## config.mk

```make
export PLATFORM = sky130hd
export DESIGN_NAME = ram_port_arbiter
export DESIGN_NICKNAME = d
export VERILOG_FILES = /design/src/rtl/ram_port_arbiter.sv
export SDC_FILE = /design/constraint.sdc
export NUM_CORES = 1
export LEC_CHECK = 0
export BUFFER_PORTS_ARGS = -buffer_cell sky130_fd_sc_hd__buf_4
export CAP_MARGIN = 20
export CORE_ASPECT_RATIO = 1.2
export CORE_MARGIN = 2
export CORE_UTILIZATION = 40
export CTS_CLUSTER_DIAMETER = 40
export DETAILED_ROUTE_END_ITERATION = 12
export PLACE_DENSITY = 0.87
export SLEW_MARGIN = 30
export SYNTH_ARGS = -nofsm -noshare
export SYNTH_HDL_FRONTEND = slang
export SYNTH_SLANG_ARGS = --single-unit
```

## constraint.sdc

```tcl
create_clock -name clk -period 1.8 [get_ports clk]
set_input_delay 0.09 -clock clk [delete_from_list [all_inputs] [get_ports clk]]
set_output_delay 0.09 -clock clk [all_outputs]
set_load 0.1 [all_outputs]
```

## src/rtl/ram_port_arbiter.sv

```systemverilog
// ram_port_arbiter: burst-limited two-requester arbiter in front of one single-port RAM; define RAM_ARB_FIXED_PRIO_EN to make ties always favour A
module ram_port_arbiter #(
  parameter int ADDR_WIDTH = 16,
  parameter int DATA_WIDTH = 32,
  parameter int MAX_BURST  = 4
) (
  input  logic                  clk,
  input  logic                  rst,
  input  logic                  a_req,
  input  logic                  a_we,
  input  logic [ADDR_WIDTH-1:0] a_addr,
  input  logic [DATA_WIDTH-1:0] a_wdata,
  input  logic                  b_req,
  input  logic                  b_we,
  input  logic [ADDR_WIDTH-1:0] b_addr,
  input  logic [DATA_WIDTH-1:0] b_wdata,
  output logic                  a_gnt,
  output logic                  b_gnt,
  output logic                  a_rvalid,
  output logic                  b_rvalid,
  output logic [DATA_WIDTH-1:0] a_rdata,
  output logic [DATA_WIDTH-1:0] b_rdata,
  output logic                  ram_we,
  output logic [ADDR_WIDTH-1:0] ram_addr,
  output logic [DATA_WIDTH-1:0] ram_din,
  input  logic [DATA_WIDTH-1:0] ram_dout
);
  typedef enum logic [1:0] {OWN_NONE, OWN_A, OWN_B} owner_e;
  localparam logic [7:0] MAXB = 8'(MAX_BURST);
  owner_e owner_q, owner_d;
  logic [7:0] cnt_q, cnt_d;
  logic last_b_q, last_b_d;
  logic a_rv_q, b_rv_q;
  logic [DATA_WIDTH-1:0] a_rd_q, b_rd_q;
  logic cur_req, oth_req, at_max, keep, tie_a, pick_a, any_req, same;
`ifdef RAM_ARB_FIXED_PRIO_EN
  assign tie_a = 1'b1;
`else
  assign tie_a = last_b_q;
`endif
  // winner selection, grants, RAM drive and next arbitration state
  always_comb begin
    cur_req  = (owner_q == OWN_A && a_req) || (owner_q == OWN_B && b_req);
    oth_req  = (owner_q == OWN_A && b_req) || (owner_q == OWN_B && a_req);
    at_max   = cnt_q >= MAXB;
    keep     = cur_req && (!at_max || !oth_req);
    pick_a   = keep ? owner_q == OWN_A : (a_req ^ b_req) ? a_req : cur_req ? owner_q == OWN_B : tie_a;
    any_req  = (a_req || b_req) && !rst;
    a_gnt    = any_req && pick_a;
    b_gnt    = any_req && !pick_a;
    ram_we   = a_gnt ? a_we : b_gnt && b_we;
    ram_addr = a_gnt ? a_addr : b_gnt ? b_addr : '0;
    ram_din  = a_gnt ? a_wdata : b_gnt ? b_wdata : '0;
    same     = (a_gnt && owner_q == OWN_A) || (b_gnt && owner_q == OWN_B);
    owner_d  = a_gnt ? OWN_A : b_gnt ? OWN_B : OWN_NONE;
    cnt_d    = !(a_gnt || b_gnt) ? 8'd0 : !same ? 8'd1 : at_max ? cnt_q : cnt_q + 8'd1;
    last_b_d = a_gnt ? 1'b0 : b_gnt ? 1'b1 : last_b_q;
  end
  // arbitration state register
  always_ff @(posedge clk) begin
    if (rst) begin
      owner_q  <= OWN_NONE;
      cnt_q    <= 8'd0;
      last_b_q <= 1'b1;
    end else begin
      owner_q  <= owner_d;
      cnt_q    <= cnt_d;
      last_b_q <= last_b_d;
    end
  end
  // capture read data for granted reads, strobe valid the following cycle
  always_ff @(posedge clk) begin
    if (rst) begin
      a_rv_q <= 1'b0;
      b_rv_q <= 1'b0;
      a_rd_q <= '0;
      b_rd_q <= '0;
    end else begin
      a_rv_q <= a_gnt && !a_we;
      b_rv_q <= b_gnt && !b_we;
      if (a_gnt && !a_we) a_rd_q <= ram_dout;
      if (b_gnt && !b_we) b_rd_q <= ram_dout;
    end
  end
  assign a_rvalid = a_rv_q && !rst;
  assign b_rvalid = b_rv_q && !rst;
  assign a_rdata  = a_rd_q;
  assign b_rdata  = b_rd_q;
endmodule

```

After elaboration in Yosys (flattened, before gate mapping)
Index checks and enable logic that the tools add are counted.
- eq/ne operators: 3
- $add $sub $neg: 1
- muxes and demuxes: 14
- $lt $le $gt $ge: 1
- bitwise operators: 3
- reduce and logical (&&, ||, !) cells: 31
- operator list (operator ; count):
    32-bit 2-to-1 mux ; 2
    16-bit 2-to-1 mux ; 2
    1-bit logical AND ; 15
    1-bit 2-to-1 mux ; 9
    8-bit by 1-bit adder with 8-bit output (second input constant) ; 1
    8-bit by 3-bit greater-or-equal comparator with 1-bit output (second input constant) ; 1
    1-bit zero test ; 6
    1-bit logical OR ; 6
    2-bit OR reduction ; 2
    3-bit OR reduction ; 1
    2-bit by 1-bit == test with 1-bit output (second input constant) ; 1
    2-bit == test (second input constant) ; 1
    2-bit 2-to-1 mux ; 1
    2-bit != test (second input constant) ; 1
    1-bit inverter ; 2
    2-bit nonzero test ; 1
    1-bit bitwise XOR ; 1
- register bits after elaboration: 77
- output and inout bits: 117
- word-level logic and storage cells: 62
- input port bits: 134

Logic depth before layout (Yosys ltp)
- depth after elaboration: 13
- depth in mapped cells: 9
- gate-level depth less buffers: 7

Worst setup path before layout
Ideal clock, no wire load.
- path kind: reg-to-reg
- from: reg cnt_q[7]
- to: reg last_b_q
- cell stages (with the launch flop): 6
- data required time: 1.575 ns
- slack: -1.679 ns
- setup time: 0.225 ns
- period minus slack after synthesis: 3.479 ns
- buffers on the path: 0
- arrival: 3.255 ns
- cell sequence: dfxtp_1 -> nor4_2 -> a22o_1 -> a22oi_4 -> nor3_1 -> nor2_1
- elaborated cells between the ends (all ways): 10
- classes of those cells: order compare: 1; mux: 2; reduce/logical: 7
- RTL lines (element ; line ; text):
    start, declared ; 31 ; logic [7:0] cnt_q, cnt_d;
    start signal, assigned ; 67 ; cnt_q <= cnt_d;
    8-bit by 3-bit greater-or-equal comparator with 1-bit output (*) ; 45 ; at_max = cnt_q >= MAXB;
    1-bit zero test (*) ; 46 ; keep = cur_req && (!at_max || !oth_req);
    1-bit logical OR (*) ; 46 ;
    1-bit logical AND (*) ; 46 ;
    1-bit 2-to-1 mux (*) ; 47 ; pick_a = keep ? owner_q == OWN_A : (a_req ^ b_req) ? a_req : cur_req ? owner_q == OWN_B : tie_a;
    1-bit logical AND (*) ; 49 ; a_gnt = any_req && pick_a;
    named net a_gnt ; 17 ; output logic a_gnt,
    1-bit 2-to-1 mux / 2-bit nonzero test (equally long branches) ; - ;
    end signal, assigned ; 68 ; last_b_q <= last_b_d;
    end, declared ; 32 ; logic last_b_q, last_b_d;
Mark *: on every way through the listed nets, which the timed path passes. The rest lies on a longest branch.
A chain may end at the register's enable or synchronous reset.

Worst setup path in the final report
- from: reg owner_q[1]
- to: out ram_din[14]
- word-level cells in the longest chain between the ends: 11
- elaborated cells between the ends (all ways): 19
- classes of those cells: eq/ne: 2; mux: 5; reduce/logical: 12
- ends and longest elaborated chain (element ; line ; text):
    start, declared ; 30 ; owner_e owner_q, owner_d;
    start signal, assigned ; 66 ; owner_q <= owner_d;
    2-bit by 1-bit == test with 1-bit output / 2-bit == test (equally long branches) ; 43, 44, 47 ;
    1-bit logical AND ; 44 ; oth_req = (owner_q == OWN_A && b_req) || (owner_q == OWN_B && a_req);
    1-bit logical OR ; 44 ;
    1-bit zero test ; 46 ;
    1-bit logical OR ; 46 ;
    1-bit logical AND ; 46 ;
    1-bit 2-to-1 mux (*) ; 47 ;
    1-bit zero test ; 50 ; b_gnt = any_req && !pick_a;
    1-bit logical AND ; 50 ;
    32-bit 2-to-1 mux ; 53 ; ram_din = a_gnt ? a_wdata : b_gnt ? b_wdata : '0;
    32-bit 2-to-1 mux (*) ; 53 ;
    end, declared ; 25 ; output logic [DATA_WIDTH-1:0] ram_din,
Every way passes the cells marked *; elsewhere a longest branch is shown, timed or not.

==> parameters.txt <==
Parameter                              Value

Cells and area
  Area grow syn2layout    133%
  Number of non-filler instances in the completed layout    967
  Final design utilization    96.3%
  Count of nets after finishing    972
  Multi-input combinational cell area    3550 sq um
  Number of fillers in the final layout    199
  FF+latch area    1560 sq um
  Finished Cell Area    9690 sq um
  Fraction of layout cells with a size suffix above 1    65.6%

STA
  Final hold vios    0
  Fraction of the cycle the final worst path needs    149%
  Maximum clock frequency    0.372 GHz
  Time the worst path needs with I/O delays and setup    2.69 ns
  Total of endpoints with negative setup slack in the final report    126
  Setup Skew    0.0109 ns
  Unrepaired setup endpoints after global routing    yes
  Slew Limit Fails    0
  Final setup slack of the worst path    -0.887 ns
  Worst-margin pin slew    0.786 ns
  Worst slew margin    47.6%

Logic synthesis
  Post-Synthesis Mean Instance Area    8.09 sq um
  Cell type contributing the most total cell area after synthesis    sky130_fd_sc_hd__dfxtp_1
  Primary FF master, synth    sky130_fd_sc_hd__dfxtp_1
  Number of flops mapped to enable cells by yosys    0
  Netlist area before placement    4160 sq um
  Async S/R FF share, synth    0%
  Post-Synthesis Net Count    651
  Syn Inst Count    514
  Most common library cells after synthesis    sky130_fd_sc_hd__a21oi_1, sky130_fd_sc_hd__o21ai_0, sky130_fd_sc_hd__nand3_1
  Leading cell types by total area after synthesis    sky130_fd_sc_hd__dfxtp_1, sky130_fd_sc_hd__a21oi_1, sky130_fd_sc_hd__mux2_4
  Yosys Warn Count    0
  Portion of synthesized cell area occupied by the leading cell type    37.1%
  Number of different library cells in the post-synthesis netlist    39
  Most repeated cell in the gate-level netlist after synthesis    sky130_fd_sc_hd__a21oi_1
  Synthesis-stage register bit count    77
  Sequential-to-total area share from yosys stat    37.1%

Power
  Peak supply drop    0.995 mV
  Clock power share    18.3%
  Combinational cell fraction of total power    61.9%
  Sequential Power Share    19.8%
  Internal power contribution    5.04 mW
  Cell Pwr Density    1010 nW/um^2
  Static power due to leakage    4.06 nW
  Sw frac    48.4%
  Switching Power    4.74 mW
  Tot Pwr    9.79 mW

Worst hold path
  Hold path startpoint    ram_dout[16]
  Type of the worst min-delay path    in -> reg
  Cell count of the worst hold path    2
  Hold-critical path endpoint    b_rdata[16]

Critical path
  Startpoint type of the worst setup path    flip-flop
  Largest driver fanout on the critical path    13
  Worst Setup End Kind    output pin
  Worst Reg-to-Reg Cells    12
  Setup slack of the worst register-to-register path    -0.75 ns
  Critical path data arrival time    2.60 ns
  Setup Crit Path Kind    reg -> out
  Origin of the critical flop-to-flop path    owner_q[1]
  Reg-to-reg endpoint    b_rdata[17]
  Required arrival time at the worst endpoint    1.71 ns

Status
  Run status    finished with violations
  Violations in the final reports    setup timing

Global routing
  Wire length of the first global-routing pass    36.1 mm
  Met3 track utilization from global routing    12.5%
  Most crowded layer after global routing    met2
  Number of global-route vias before repair    6,091
  Largest net degree at the start of global routing    68
  Leftover overflow at the end of global routing    0
  GRT Overall Usage    41.5%
  Met2 global-route usage    75.7%
  Global Route met1 Usage    41.8%
  Number of antenna violations at the first check in global routing    1

Drt
  Routed wire per std cell    34.4 um
  Total detailed-routing wirelength    33.2 mm
  Detailed-route vias per instance    7.10
  Total via count in the routed design    6,869
  Detailed-router iteration count before antenna repair    6
  DRC errors left    0
  Initial detailed-routing violation count    839
  Post-detailed-route count of antenna-violating nets    0

Placed design
  Last weighted congestion value of the routability-driven placer    0.933
  Number of I/O port buffers    250
  Placement Setup Slack    -0.396 ns
  Cell area reported after detailed placement    7070 sq um
  Half-perimeter wire length after detailed placement    12.2 mm
  Count of placed standard cells including taps    876

Floorplan
  Height of the chip    116 um
  I/O pin count    251
  Starting density of the core    41.3%
  DIE WIDTH    97.1 um
  Total die area    11,200 sq um
  Floorplan core area    10,100 sq um
  Row Count    40

Clocking
  Total number of clock tree sinks    77
  Clock latency on the worst-skew pair    0.35 ns
  Deepest level of the CTS H-tree    3
  Buffer type at the clock tree root    sky130_fd_sc_hd__clkbuf_16
  Clock buffers created by TritonCTS    9
  CTS clock-pin slew for the worst setup and hold paths    0.07 ns
  Clock tree from TritonCTS    built
  Number of buffers on the longest clock path    2

Run
  Maximum capacitance violations    0
cell usage in the layout, fill, tap and decap left out, types with 2 or more instances in the layout:
| cell | count |
|---|---|
| sky130_fd_sc_hd__buf_4 | 231 |
| sky130_fd_sc_hd__dfxtp_1 | 72 |
| sky130_fd_sc_hd__buf_12 | 67 |
| sky130_fd_sc_hd__nand3_1 | 52 |
| sky130_fd_sc_hd__a21oi_4 | 50 |
| sky130_fd_sc_hd__o21ai_2 | 47 |
| sky130_fd_sc_hd__nor2b_1 | 35 |
| sky130_fd_sc_hd__mux2_4 | 32 |
| sky130_fd_sc_hd__o21ai_1 | 31 |
| sky130_fd_sc_hd__a21oi_1 | 27 |
| sky130_fd_sc_hd__dlygate4sd3_1 | 25 |
| sky130_fd_sc_hd__nand3_2 | 18 |
| sky130_fd_sc_hd__clkbuf_16 | 16 |
| sky130_fd_sc_hd__buf_16 | 16 |
| sky130_fd_sc_hd__buf_6 | 16 |
| sky130_fd_sc_hd__nand3_4 | 13 |
| sky130_fd_sc_hd__nor2_1 | 10 |
| sky130_fd_sc_hd__a21oi_2 | 10 |
| sky130_fd_sc_hd__nand2_1 | 7 |
| sky130_fd_sc_hd__inv_1 | 4 |
| sky130_fd_sc_hd__o21ai_4 | 4 |
| sky130_fd_sc_hd__nand3b_1 | 3 |
| sky130_fd_sc_hd__o21ai_0 | 3 |
| sky130_fd_sc_hd__nor4_1 | 3 |
| sky130_fd_sc_hd__clkinv_2 | 3 |
| sky130_fd_sc_hd__dfxtp_4 | 3 |
| sky130_fd_sc_hd__inv_2 | 2 |
| sky130_fd_sc_hd__a22o_4 | 2 |
| sky130_fd_sc_hd__nor2b_2 | 2 |
| sky130_fd_sc_hd__o41a_1 | 2 |
| sky130_fd_sc_hd__a22oi_2 | 2 |
| sky130_fd_sc_hd__nor3_4 | 2 |
| sky130_fd_sc_hd__and2_1 | 2 |
| sky130_fd_sc_hd__ha_1 | 2 |
| sky130_fd_sc_hd__clkbuf_8 | 2 |
| sky130_fd_sc_hd__dfxtp_2 | 2 |
power by group through the flow:
stage,clock network [mW],logic (mW),registers (mW)
floorplan,0,2.41,2.65
global placement,0,4.05,1.93
detailed placement,0,4.11,1.94
CTS,1.69,5.25,1.90
global route,1.81,6.10,1.94
finish,1.79,6.05,1.94
critical path, stage by stage (launching register included):
cell and delay [ns]:
sky130_fd_sc_hd__dfxtp_4 0.40, sky130_fd_sc_hd__buf_6 0.11, sky130_fd_sc_hd__nand3b_1 0.12, sky130_fd_sc_hd__buf_4 0.17, sky130_fd_sc_hd__a22oi_2 0.26, sky130_fd_sc_hd__nor3_4 0.11
sky130_fd_sc_hd__buf_12 0.18, sky130_fd_sc_hd__buf_16 0.16, sky130_fd_sc_hd__o21ai_1 0.36, sky130_fd_sc_hd__a21oi_4 0.15, sky130_fd_sc_hd__buf_12 0.21
logic make-up after synthesis:
family / count (synthesis) / share of synthesized area, %
compound gates: 186 / 24.2
fa+ha+maj: 3 / 0.903
buf+inv: 59 / 6.02
flops: 77 / 37.1
mux: 33 / 11.5
simple gates: 156 / 20.3
through the flow:
step / hold slack, ns / TNS [ns]
5_1_grt: 0.0154 / -78.16
4_1_cts: 0.000228 / -45.28
2_1_floorplan: 0.233 / -22.74
3_5_place_dp: 0.326 / -30.86
3_3_place_gp: 0.323 / -26.98
6_report: 0.0167 / -72.69
worst max path at each step:
stage,from,endpoint
floorplan,cnt_q[4],ram_addr[11]
global placement,owner_q[1],ram_din[3]
detailed placement,owner_q[1],ram_din[3]
CTS,cnt_q[2],ram_din[10]
global route,cnt_q[4],ram_din[16]
finish,owner_q[1],ram_din[14]
sequential cells by signal (all words and copies together) (netlist names):
name and flops:
a_rdata 32, a_rv_q 1, b_rdata 32, b_rv_q 1
cnt_q 8, last_b_q 1, owner_q 2
metal layers:
layer / wire length (um) / up-vias
met5: 0 / -
met4: 4550 / 0
met3: 4480 / 385
met2: 14700 / 862
met1: 9560 / 3125
li1: - / 2497
area by class of cell:
cell class              instances  share of cell area, %
repair buffers                362                   42.5
multi-input cells             378                   36.6
flip-flops and latches         77                   16.0
clock buffers                  12                   2.65
well taps                     126                   1.63
inverters                       7                  0.297
clock inverters                 4                  0.232
diodes                          1                 0.0258
what timing repair did:
action,in CTS,in global routing
cloned,15,8
endpoints found under the hold margin,25,0
setup buffers,20,8
gates resized for setup,336,57
setup endpoints to repair,117,118
pin swaps,52,32
hold buffers,25,0
(Power assumes the default switching activity.)
